## config.mk

```make
export PLATFORM = sky130hd
export DESIGN_NAME = dphy_hs_lane_sequencer
export DESIGN_NICKNAME = d
export VERILOG_FILES = /design/src/rtl/dphy_pkg.sv /design/src/rtl/dphy_hs_lane_sequencer.sv
export SDC_FILE = /design/constraint.sdc
export NUM_CORES = 1
export LEC_CHECK = 0
export ABC_AREA = 1
export BUFFER_PORTS_ARGS = -buffer_cell sky130_fd_sc_hd__buf_2
export CAP_MARGIN = 10
export CORE_MARGIN = 3
export CORE_UTILIZATION = 28
export DETAILED_ROUTE_END_ITERATION = 10
export PLACE_DENSITY = 0.54
export SYNTH_ARGS = -nofsm -noshare
export SYNTH_HDL_FRONTEND = slang
export SYNTH_SLANG_ARGS = --single-unit
```

## constraint.sdc

```tcl
create_clock -name tx_clock_logic -period 3.46 [get_ports tx_clock_logic]
set_input_delay 0.692 -clock tx_clock_logic [delete_from_list [all_inputs] [get_ports tx_clock_logic]]
set_output_delay 0.692 -clock tx_clock_logic [all_outputs]
set_load 0.01 [all_outputs]
```

## src/rtl/dphy_pkg.sv

```systemverilog
// Shared definitions for the D-PHY HS lane sequencer: burst state encoding,
// the leader sync byte and default HS timing in byte clocks.
package dphy_pkg;

  typedef enum logic [2:0] {
    IDLE  = 3'd0,
    PREP  = 3'd1,
    ZERO  = 3'd2,
    SYNC  = 3'd3,
    DATA  = 3'd4,
    TRAIL = 3'd5,
    EXIT  = 3'd6
  } dphy_state_t;

  localparam logic [7:0]  DPHY_SYNC_BYTE      = 8'hB8;
  localparam int unsigned DPHY_HS_PREP_DEF    = 2;
  localparam int unsigned DPHY_HS_ZERO_DEF    = 6;
  localparam int unsigned DPHY_HS_TRAIL_DEF   = 4;
  localparam int unsigned DPHY_HS_EXIT_DEF    = 3;

  // Trail drives the complement of the last transmitted bit (MSB, sent last).
  function automatic logic [7:0] dphy_trail_byte(input logic last_bit);
    return last_bit ? 8'h00 : 8'hFF;
  endfunction

endpackage

```

## src/rtl/dphy_hs_lane_sequencer.sv

```systemverilog
// D-PHY HS burst sequencer, byte-clock side of the lane serializer.
// Wraps a packet byte stream as PREP / ZERO / SYNC / payload / TRAIL / EXIT.
// Optional: define DPHY_BURST_STATS_EN to add saturating burst and underrun
// counters (burst_count, underrun_count).
//
// Handshake note: s_ready is raised in the SYNC cycle as well as in DATA, so
// the first payload byte lands on tx_byte right after the sync byte. Once the
// s_last byte has been taken, s_ready drops for the cycle that byte is on the
// wire, and the trail follows it directly.
module dphy_hs_lane_sequencer
  import dphy_pkg::*;
#(
  parameter int unsigned HS_PREP_CYCLES  = DPHY_HS_PREP_DEF,
  parameter int unsigned HS_ZERO_CYCLES  = DPHY_HS_ZERO_DEF,
  parameter int unsigned HS_TRAIL_CYCLES = DPHY_HS_TRAIL_DEF,
  parameter int unsigned HS_EXIT_CYCLES  = DPHY_HS_EXIT_DEF,
  parameter logic [7:0]  SYNC_BYTE       = DPHY_SYNC_BYTE
) (
  input  logic        tx_clock_logic,
  input  logic        rst,
  input  logic        enable,
  input  logic [7:0]  s_data,
  input  logic        s_valid,
  input  logic        s_last,
  output logic        s_ready,
  output logic [7:0]  tx_byte,
  output logic        tx_tristate,
  output logic        hs_prepare,
  output logic        hs_active,
  output logic        busy,
  output logic        underrun_err
`ifdef DPHY_BURST_STATS_EN
  ,
  output logic [15:0] burst_count,
  output logic [15:0] underrun_count
`endif
);

  localparam logic [7:0] LD_PREP  = 8'(HS_PREP_CYCLES - 1);
  localparam logic [7:0] LD_ZERO  = 8'(HS_ZERO_CYCLES - 1);
  localparam logic [7:0] LD_TRAIL = 8'(HS_TRAIL_CYCLES - 1);
  localparam logic [7:0] LD_EXIT  = 8'(HS_EXIT_CYCLES - 1);

  dphy_state_t r_state, w_state_nxt;
  logic [7:0]  r_cnt, w_cnt_nxt;
  logic [7:0]  r_tx_byte, w_tx_byte_nxt;
  logic        r_tristate, w_tristate_nxt;
  logic        r_last_bit, w_last_bit_nxt;
  logic        r_eop, w_eop_nxt;
  logic        r_underrun, w_underrun;
  logic        w_cnt_zero;

  assign w_cnt_zero = (r_cnt == 8'd0);

  // Next state plus the registered lane outputs for the state being entered.
  always_comb begin
    w_state_nxt    = r_state;
    w_cnt_nxt      = w_cnt_zero ? 8'd0 : r_cnt - 8'd1;
    w_tx_byte_nxt  = r_tx_byte;
    w_tristate_nxt = r_tristate;
    w_last_bit_nxt = r_last_bit;
    w_eop_nxt      = r_eop;
    w_underrun     = 1'b0;
    case (r_state)
      IDLE: begin
        if (enable && s_valid) begin
          w_state_nxt    = PREP;
          w_cnt_nxt      = LD_PREP;
          w_tristate_nxt = 1'b1;
          w_tx_byte_nxt  = 8'h00;
        end
      end
      PREP: begin
        if (w_cnt_zero) begin
          w_state_nxt    = ZERO;
          w_cnt_nxt      = LD_ZERO;
          w_tristate_nxt = 1'b0;
          w_tx_byte_nxt  = 8'h00;
        end
      end
      ZERO: begin
        if (w_cnt_zero) begin
          w_state_nxt    = SYNC;
          w_tx_byte_nxt  = SYNC_BYTE;
          w_last_bit_nxt = SYNC_BYTE[7];
          w_eop_nxt      = 1'b0;
        end
      end
      SYNC, DATA: begin
        if (!r_eop && s_valid) begin
          w_state_nxt    = DATA;
          w_tx_byte_nxt  = s_data;
          w_last_bit_nxt = s_data[7];
          w_eop_nxt      = s_last;
        end else begin
          // Either the final byte is on the wire or the source starved us.
          w_underrun     = !r_eop;
          w_state_nxt    = TRAIL;
          w_cnt_nxt      = LD_TRAIL;
          w_tx_byte_nxt  = dphy_trail_byte(r_last_bit);
        end
      end
      TRAIL: begin
        if (w_cnt_zero) begin
          w_state_nxt    = EXIT;
          w_cnt_nxt      = LD_EXIT;
          w_tristate_nxt = 1'b1;
          w_tx_byte_nxt  = 8'h00;
        end
      end
      EXIT: begin
        if (w_cnt_zero) w_state_nxt = IDLE;
      end
      default: begin
        w_state_nxt    = IDLE;
        w_tristate_nxt = 1'b1;
        w_tx_byte_nxt  = 8'h00;
      end
    endcase
  end

  // State, timing counter and lane output registers; reset tristates at once.
  always_ff @(posedge tx_clock_logic or posedge rst) begin
    if (rst) begin
      r_state    <= IDLE;
      r_cnt      <= 8'd0;
      r_tx_byte  <= 8'h00;
      r_tristate <= 1'b1;
      r_last_bit <= 1'b0;
      r_eop      <= 1'b0;
      r_underrun <= 1'b0;
    end else begin
      r_state    <= w_state_nxt;
      r_cnt      <= w_cnt_nxt;
      r_tx_byte  <= w_tx_byte_nxt;
      r_tristate <= w_tristate_nxt;
      r_last_bit <= w_last_bit_nxt;
      r_eop      <= w_eop_nxt;
      r_underrun <= w_underrun;
    end
  end

  assign s_ready      = ((r_state == SYNC) || (r_state == DATA)) && !r_eop;
  assign tx_byte      = r_tx_byte;
  assign tx_tristate  = r_tristate;
  assign hs_prepare   = (r_state == PREP);
  assign hs_active    = (r_state == ZERO) || (r_state == SYNC) ||
                        (r_state == DATA) || (r_state == TRAIL);
  assign busy         = (r_state != IDLE);
  assign underrun_err = r_underrun;

`ifdef DPHY_BURST_STATS_EN
  logic [15:0] r_burst_cnt, r_underrun_cnt;
  logic        w_sync_entry;

  assign w_sync_entry = (r_state == ZERO) && w_cnt_zero;

  // Saturating burst / underrun statistics.
  always_ff @(posedge tx_clock_logic or posedge rst) begin
    if (rst) begin
      r_burst_cnt    <= 16'd0;
      r_underrun_cnt <= 16'd0;
    end else begin
      if (w_sync_entry && (r_burst_cnt != 16'hFFFF))
        r_burst_cnt <= r_burst_cnt + 16'd1;
      if (r_underrun && (r_underrun_cnt != 16'hFFFF))
        r_underrun_cnt <= r_underrun_cnt + 16'd1;
    end
  end

  assign burst_count    = r_burst_cnt;
  assign underrun_count = r_underrun_cnt;
`else
  // Statistics counters are not built in this configuration.
`endif

endmodule

```

==> results.sh, run 1 <==
export IMPL_grt_pass1_vias=1114
export IMPL_ant_nets=0
export IMPL_post_cts_buffers=0
export IMPL_drv_cap=0
export IMPL_synth_cells=182
export IMPL_cts_root_buf="clkbuf_8"
export IMPL_fmax_mhz=457
export IMPL_dieHeight_um=75.5
export IMPL_switching_share_pct=21.4
export IMPL_viasPerCell=4.67
export IMPL_postLayoutCellArea_um2=1590
export IMPL_slowest_delay_ns=0.56
export IMPL_cts_sinks=23
export IMPL_cp_end_kind="output pin"
export IMPL_diodes=0
export IMPL_fin_crit_ns=2.19
export IMPL_groute_usage_overall_pct=11.5
export IMPL_internal_power_uw=361
export IMPL_cts_tree="yes"
export IMPL_syn_nets=198
export IMPL_num_nets_final=228
export IMPL_wl_mm=2.99
export IMPL_drcViolationCount=0
export IMPL_avgSynthCellArea_um2=7.44
export IMPL_grt_max_degree=24
export IMPL_core_area_um2=4500
export IMPL_whs_ns=0.475
export IMPL_setup_tns_ns=0
export IMPL_placementRows=24
export IMPL_synth_area_leaders="dfrtp_1 41%, nand2_1 14%, a21oi_1 6.3%"
export IMPL_setup_viol_count_final=0
export IMPL_die_w_um=75.5
export IMPL_clk_path_buf_depth=2
export IMPL_leakagePower_nw=0.823
export IMPL_ys_warn_count=0
export IMPL_regArea_um2=577
export IMPL_crit_slowest_cell="dfrtp_1"
export IMPL_p_sw_uw=98.5
export IMPL_crit_type="reg -> out"
export IMPL_start_util_pct=30.1
export IMPL_yosys_area_top_type="dfrtp_1"
export IMPL_synth_area_um2=1350
export IMPL_clk_latency_ns=0.26
export IMPL_gp_congestion=0.805
export IMPL_p_seq_share_pct=59.2
export IMPL_portBuffers=26
export IMPL_synth_seq_cells=23
export IMPL_final_util_pct=35.2
export IMPL_drv_slew=0
export IMPL_path_clk_slew_ns=0.08
export IMPL_path_max_fanout=10
export IMPL_antenna_found_initial=0
export IMPL_wl_per_cell_um=11.4
export IMPL_tightest_slew_ns=0.912
export IMPL_hold_path_class="reg -> reg"
export IMPL_clock_skew_ns=0.00353
export IMPL_cp_required_ns=2.77
export IMPL_rsz0062_at_grt="false"
export IMPL_dp_hpwl_mm=2.30
export IMPL_placed_area_um2=1540
export IMPL_p_per_area_nw_per_um2=290
export IMPL_ios=27
export IMPL_startpoint_type="register"
export IMPL_drive_above_1_share_pct=22.3
export IMPL_crit_chain="nand3_1, nand2_2, clkinv_2, nor2_1, buf_2"
export IMPL_fillers=492
export IMPL_die_area_um2=5710
export IMPL_multiInputGateArea_um2=683
export IMPL_dr_pass1_iters=4
export IMPL_hold_buffers=0
export IMPL_crit_arrival_ns=1.50
export IMPL_relSlewSlack_pct=39.1
export IMPL_grt_first_pass_wirelength_mm=5.07
export IMPL_power_frac_comb_pct=4.4
export IMPL_yosysSeqAreaShare_pct=42.6
export IMPL_numCtsBuffers=3
export IMPL_period_share_pct=63.3
export IMPL_area_growth_synth_to_final_pct=17.2
export IMPL_cts_resized=0
export IMPL_grt_ovfl_total=0
export IMPL_pwr_share_clk_pct=36.4
export IMPL_vias=1228
export IMPL_synth_top_area_share_pct=40.7
export IMPL_htree_levels=1
export IMPL_ir_drop_v=0.000193
export IMPL_synth_cell_types=30
export IMPL_drt_initial_drc_count=43
export IMPL_status="complete, no violations"
export IMPL_report_final_hold_viol_count=0
path summary, 6_finish.rpt:
kind	startpoint	endpoint	slack (ns)	depth (start not counted)
min in group asynchronous	rst	tx_byte[1]	0.62	2
setup / recovery	r_state[2]	s_ready	1.27	5
hold / removal	tx_byte[0]	tx_byte[0]	0.47	2
max in group asynchronous	rst	r_cnt[2]	2.28	2
setup reg to reg	r_cnt[0]	r_state[1]	1.60	8
hold reg to reg	tx_byte[0]	tx_byte[0]	0.47	2
sequential cells by signal, summed over array words and instances (netlist names):
| name | flops |
|---|---|
| r_eop | 1 |
| r_state | 3 |
| r_last_bit | 1 |
| underrun_err | 1 |
| r_cnt | 8 |
| tx_byte | 8 |
| tx_tristate | 1 |
synth_stat cells:
library cell,number
a21oi_1,17
a31oi_1,1
buf_4,1
clkinv_2,1
dfrtp_1,22
dfstp_2,1
ha_1,3
inv_1,18
inv_2,2
inv_4,1
nand2_1,52
nand2_2,3
nand2_4,1
nand3_1,12
nand3_2,1
nand3b_1,2
nand4_1,1
nor2_1,18
nor2_2,2
nor2_4,2
nor3_1,1
nor3_2,1
nor3b_4,1
o21a_1,1
o21ai_0,12
o21ai_1,1
o21ai_2,1
o22ai_1,1
o31ai_1,1
or2_2,1
layout make-up:
class / count / area share (%)
clock buffers: 4 / 2.84
inverters: 22 / 5.44
well taps: 52 / 4.10
repair buffers: 26 / 8.20
flip-flops and latches: 23 / 36.4
multi-input cells: 136 / 43.1
critical path, delay by kind of cell, from the launching register on:
family	cells	cell delay [ns]
flip-flops	1	0.56
AND/OR/NAND/NOR	3	0.41
buffers and inverters	2	0.25
metrics by stage:
step / power (mW) / std cells / worst slack [ns]
after floorplan: 0.286 / 182 / 1.75
after global placement: 0.299 / 259 / 1.58
after detailed placement: 0.299 / 259 / 1.55
after CTS: 0.467 / 263 / 1.25
after global routing: 0.482 / 263 / 1.13
final: 0.460 / 263 / 1.27
routing by layer:
| metal | vias to the layer above | part of all wire (%) | global-route usage [%] |
|---|---|---|---|
| li1 | 645 | - | - |
| met1 | 561 | 51 | 16.1 |
| met2 | 20 | 45 | 18.0 |
| met3 | 2 | 3.7 | 3.17 |
| met4 | 0 | 0.74 | 1.94 |
| met5 | - | 0 | 0 |
power by group through the flow:
stage	clock (mW)	sequential [mW]	combinational (mW)
2_1_floorplan	0	0.279	0.00756
3_3_place_gp	0	0.277	0.0211
3_5_place_dp	0	0.277	0.0211
4_1_cts	0.174	0.272	0.0210
5_1_grt	0.186	0.273	0.0232
6_report	0.167	0.272	0.0203
cell usage in the layout, fill, tap and decap left out, drive strengths merged, types with 3 or more instances in the layout:
master  Yosys  layout
nand2      56      56
buf         1      26
dfrtp      22      22
nor2       22      22
inv        21      21
a21oi      17      17
o21ai      14      14
nand3      13      13
clkbuf      0       4
ha          3       3
cell families (layout without fill, tap and decap cells):
group                      after synthesis  in the layout  synth area share [%]
AOI/OAI and AO/OA                       35             35                  13.8
adders and majority gates                3              3                  2.77
DFF                                     23             23                  42.6
buffers and inverters                   23             52                  6.93
and+or+nand+nor                         98             98                  33.9
Power figures use the tool's default switching activity.
==> run 2: changes to the inputs <==
--- a/config.mk
+++ b/config.mk
@@ -5,7 +5,7 @@
 export SDC_FILE = /design/constraint.sdc
 export NUM_CORES = 1
 export LEC_CHECK = 0
-export ABC_AREA = 1
+export ABC_AREA = 0
 export BUFFER_PORTS_ARGS = -buffer_cell sky130_fd_sc_hd__buf_2
 export CAP_MARGIN = 10
 export CORE_MARGIN = 3
==> constraint.sdc (replaced) <==
create_clock -name tx_clock_logic -period 2.2 [get_ports tx_clock_logic]
set_input_delay 0.44 -clock tx_clock_logic [delete_from_list [all_inputs] [get_ports tx_clock_logic]]
set_output_delay 0.44 -clock tx_clock_logic [all_outputs]
set_load 0.01 [all_outputs]
==> results.sh, run 2 <==
export IMPL_start_util_pct=30.3
export IMPL_synthArstFlopShare_pct=100
export IMPL_grt_pass1_vias=1199
export IMPL_period_share_pct=91.9
export IMPL_path_clk_slew_ns=0.08
export IMPL_dp_cells=254
export IMPL_cts_sinks=23
export IMPL_viasPerCell=4.87
export IMPL_leakagePower_nw=0.741
export IMPL_synth_enable_flop_cells=0
export IMPL_ant_nets=0
export IMPL_yosysSeqAreaShare_pct=41.8
export IMPL_drv_cap=0
export IMPL_clk_latency_ns=0.26
export IMPL_startpoint_type="register"
export IMPL_syn_nets=179
export IMPL_placementRows=24
export IMPL_avgSynthCellArea_um2=8.47
export IMPL_synth_area_leaders="dfrtp_1 40%, nand2_1 6.0%, nor2_1 4.9%"
export IMPL_dr_pass1_iters=4
export IMPL_synth_area_um2=1380
export IMPL_core_area_um2=4560
export IMPL_drcViolationCount=0
export IMPL_synth_seq_cells=23
export IMPL_grt_max_degree=24
export IMPL_path_max_fanout=12
export IMPL_die_w_um=76.2
export IMPL_p_per_area_nw_per_um2=1440
export IMPL_num_nets_final=210
export IMPL_final_common_cell="buf_2"
export IMPL_dp_hpwl_mm=2.54
export IMPL_dieHeight_um=76.2
export IMPL_synth_ff_type="dfrtp_1"
export IMPL_most_common_layout_cells="26 x buf_2, 22 x nand2_1, 21 x dfrtp_1"
export IMPL_vias=1257
export IMPL_hold_path_class="in -> async"
export IMPL_power_mw=2.39
export IMPL_drive_above_1_share_pct=24.9
export IMPL_cp_required_ns=1.76
export IMPL_status="complete, no violations"
export IMPL_clock_skew_ns=0.00403
export IMPL_fmax_mhz=494
export IMPL_numCtsBuffers=3
export IMPL_ios=27
export IMPL_wl_per_cell_um=13.2
export IMPL_drt_initial_drc_count=64
export IMPL_drv_slew=0
export IMPL_cts_root_buf="clkbuf_8"
export IMPL_report_final_hold_viol_count=0
export IMPL_groute_usage_overall_pct=12.3
export IMPL_gp_congestion=0.876
export IMPL_portBuffers=26
export IMPL_setup_viol_count_final=0
export IMPL_fin_crit_ns=2.02
export IMPL_wl_mm=3.40
export IMPL_yosys_area_top_type="dfrtp_1"
export IMPL_synth_cells=163
export IMPL_cts_tree="yes"
export IMPL_area_growth_synth_to_final_pct=20.3
export IMPL_synth_top_area_share_pct=39.9
export IMPL_ys_warn_count=0
export IMPL_relSlewSlack_pct=59.5
export IMPL_clk_path_buf_depth=2
export IMPL_grt_first_pass_wirelength_mm=5.89
export IMPL_tightest_slew_ns=0.607
export IMPL_stdcell_count=258
export IMPL_whs_ns=0.206
export IMPL_setup_tns_ns=0
export IMPL_grt_ovfl_total=0
export IMPL_htree_levels=1
export IMPL_crit_type="reg -> out"
export IMPL_diodes=0
export IMPL_ir_drop_v=0.000360
export IMPL_die_area_um2=5810
export IMPL_rsz0062_at_grt="false"
export IMPL_synthTopCellsByCount="22 x dfrtp_1, 22 x nand2_1, 18 x nor2_1, 12 x a21oi_1"
export IMPL_cp_end_kind="output pin"
export IMPL_crit_arrival_ns=1.58
export IMPL_synth_cell_types=42
export IMPL_hold_buffers=0
export IMPL_antenna_found_initial=0
[run 2: cell count changes after synthesis, sizes merged, moves of 5 or more]
cell	delta
a21oi	-5
inv	-11
nand2	-34
o22ai	+5
nand3	-11
[run 2: final cells by class]
cell class	count	area, um2
flip-flops and latches	23	578
clock buffers	4	45.0
fillers	500	2900
repair buffers	34	190
multi-input cells	122	729
well taps	65	81.3
inverters	10	37.5
[run 2: stage by stage]
stage	utilization, %	instance area [um2]	worst slack (ns)
after floorplan	-	1380	0.365
after global placement	35.3	1610	0.234
after detailed placement	35.3	1610	0.270
after CTS	36.3	1660	0.0478
after global routing	36.4	1660	0.0114
final	36.4	1660	0.178
[run 2: logic make-up after synthesis]
family	synth area share, %
simple gates	22.4
compound gates	24.1
flops	41.8
buf+inv	5.62
xor+xnor	1.90
fa+ha+maj	2.72
mux	1.54
[run 2: where the power goes]
| part | leakage [nW] | switching [mW] | internal, mW |
|---|---|---|---|
| Combinational | 0.435 | 0.750 | 0.585 |
| Sequential | 0.284 | 0.188 | 0.611 |
| Clock | 0.0228 | 0.130 | 0.129 |
[run 2: worst max-delay path, stage by stage (launching register included)]
cell	delay, ns
dfrtp_1	0.51
buf_4	0.22
nor2_2	0.21
a21boi_2	0.13
nor2_1	0.10
buf_2	0.14
[run 2: worst paths after layout]
check | startpoint | end | slack, ns | cells past startpoint
hold reg to reg | r_eop | underrun_err | 0.51 | 1
min in group tx_clock_logic | s_data[5] | tx_byte[5] | 0.42 | 3
max in group asynchronous | rst | tx_tristate | 1.72 | 3
setup reg to reg | r_state[1] | r_cnt[0] | 0.24 | 7
setup / recovery | r_state[1] | s_ready | 0.18 | 5
hold / removal | rst | tx_byte[4] | 0.21 | 3
[run 2: what timing repair did]
action	CTS	global route
setup endpoints to repair	0	1
buffers inserted	0	0
gates resized for setup	0	2
[run 2: routing by layer]
layer / up-vias / wire [um] / global-route usage [%]
li1: 645 / - / -
met1: 573 / 1660 / 17.1
met3: 7 / 150 / 2.72
met5: - / 0 / 0
met4: 0 / 64 / 3.99
met2: 32 / 1530 / 18.7
==> run 3: changes to the inputs <==
--- a/config.mk
+++ b/config.mk
@@ -8,10 +8,12 @@
 export ABC_AREA = 0
 export BUFFER_PORTS_ARGS = -buffer_cell sky130_fd_sc_hd__buf_2
 export CAP_MARGIN = 10
+export CELL_PAD_IN_SITES_DETAIL_PLACEMENT = 1
+export CELL_PAD_IN_SITES_GLOBAL_PLACEMENT = 1
 export CORE_MARGIN = 3
 export CORE_UTILIZATION = 28
 export DETAILED_ROUTE_END_ITERATION = 10
-export PLACE_DENSITY = 0.54
+export PLACE_DENSITY = 0.66
 export SYNTH_ARGS = -nofsm -noshare
 export SYNTH_HDL_FRONTEND = slang
 export SYNTH_SLANG_ARGS = --single-unit
==> results.sh, run 3 (synthesized netlist as in run 2, its figures left out) <==
export IMPL_status="complete, no violations"
export IMPL_fmax_mhz=490
export IMPL_cp_required_ns=1.76
export IMPL_fillers=582
export IMPL_numCtsBuffers=3
export IMPL_dr_pass1_iters=4
export IMPL_top_layer_used="met4"
export IMPL_most_common_layout_cells="26 x buf_2, 22 x nand2_1, 22 x dfrtp_1"
export IMPL_grt_pass1_vias=1450
export IMPL_placementRows=24
export IMPL_grt_first_pass_wirelength_mm=6.88
export IMPL_multiInputGateArea_um2=738
export IMPL_dp_hpwl_mm=3.13
export IMPL_wl_per_cell_um=15.1
export IMPL_gp_congestion=0.894
export IMPL_grt_ovfl_total=0
export IMPL_regArea_um2=577
export IMPL_cts_root_buf="clkbuf_8"
export IMPL_met2_length_mm=2.04
export IMPL_path_clk_slew_ns=0.08
export IMPL_r2r_start="r_cnt[0]"
export IMPL_reg2reg_slack_ns=0.22
export IMPL_cts_tree="yes"
export IMPL_ios=27
export IMPL_groute_usage_overall_pct=14.1
export IMPL_crit_type="reg -> out"
export IMPL_final_common_cell="buf_2"
export IMPL_setup_tns_ns=0
export IMPL_critPathBufInv=1
export IMPL_p_per_area_nw_per_um2=1470
export IMPL_relSlewSlack_pct=61.3
export IMPL_diodes=0
export IMPL_drive_above_1_share_pct=25.3
export IMPL_fin_crit_ns=2.04
export IMPL_tightest_slew_ns=0.581
export IMPL_wl_mm=3.92
export IMPL_post_cts_buffers=0
export IMPL_slowest_delay_ns=0.54
export IMPL_timing_final_ws_setup_ns=0.159
export IMPL_setup_viol_count_final=0
export IMPL_num_nets_final=211
export IMPL_vias=1340
export IMPL_ant_nets=0
export IMPL_period_share_pct=92.8
export IMPL_r2r_end="tx_byte[3]"
export IMPL_clk_latency_ns=0.26
export IMPL_start_util_pct=30.3
export IMPL_core_area_um2=4560
export IMPL_crit_slowest_cell="dfrtp_1"
export IMPL_hold_path_class="in -> async"
export IMPL_wl_met1_mm=1.74
export IMPL_cts_sinks=23
export IMPL_clock_skew_ns=0.00106
export IMPL_htree_levels=1
export IMPL_leakagePower_nw=0.746
export IMPL_grt_max_degree=24
export IMPL_placed_area_um2=1620
export IMPL_drv_slew=0
export IMPL_startpoint_type="register"
export IMPL_cp_end_kind="output pin"
export IMPL_path_max_fanout=9
export IMPL_report_final_hold_viol_count=0
export IMPL_antenna_found_initial=0
export IMPL_die_area_um2=5810
export IMPL_viasPerCell=5.17
export IMPL_crit_chain="nand3b_1, a21boi_2, nor2_1, buf_2"
export IMPL_drv_cap=0
export IMPL_dp_slack_ns=0.143
export IMPL_drcViolationCount=0
export IMPL_die_w_um=76.2
export IMPL_clk_path_buf_depth=2
export IMPL_area_growth_synth_to_final_pct=21.5
export IMPL_met3_length_um=101
export IMPL_rsz0062_at_grt="false"
export IMPL_cp_top_family="flip-flops"
export IMPL_worstRegToRegCells=7
export IMPL_dieHeight_um=76.2
export IMPL_postLayoutCellArea_um2=1680
export IMPL_ir_drop_v=0.000514
export IMPL_drt_initial_drc_count=62
export IMPL_portBuffers=26
export IMPL_crit_arrival_ns=1.60
run 3: metrics by stage:
stage	util (%)	hold WS [ns]	total power [mW]	instances
floorplan	-	0.441	1.75	163
global placement	35.5	0.486	2.13	255
detailed placement	35.5	0.490	2.20	255
CTS	36.5	0.209	2.47	259
global route	36.8	0.229	2.71	259
finish	36.8	0.201	2.46	259
run 3: layout make-up:
| cell class | count | area share [%] |
|---|---|---|
| multi-input combinational | 122 | 44.0 |
| tap | 65 | 4.85 |
| inverter | 10 | 2.24 |
| sequential | 23 | 34.4 |
| clock buffer | 3 | 2.46 |
| timing repair buffer | 35 | 11.8 |
| clock inverter | 1 | 0.298 |
run 3: tightest hold or removal path, delay by kind of cell:
kind,cells,cell delay [ns]
buf+inv,3,0.41
run 3: worst max path at each step:
stage                           from          to  slack (ns)  cells past startpoint
after CTS                 r_state[1]     s_ready        0.04                      5
after detailed placement    r_cnt[0]  tx_byte[3]        0.14                      7
after global placement      r_cnt[0]    r_cnt[1]        0.28                      8
after global routing        r_cnt[0]  tx_byte[3]        0.03                      7
final                     r_state[0]     s_ready        0.16                      4
after floorplan             r_cnt[0]  tx_byte[3]        0.36                      8
run 3: timing repair:
action | CTS | global route
gates resized for setup | 0 | 2
setup endpoints to repair | 0 | 4
hold buffers | 0 | 0
run 3: power by group:
group	internal [mW]	switching [mW]
sequential	0.610	0.169
clock	0.126	0.139
combinational	0.587	0.827
total	1.32	1.13
run 3: metal layers:
layer  global-route usage, %  vias to the layer above
met5                       0                        -
met4                    3.26                        0
met3                    2.84                        6
met2                    25.3                       22
met1                    17.4                      668
li1                        -                      644
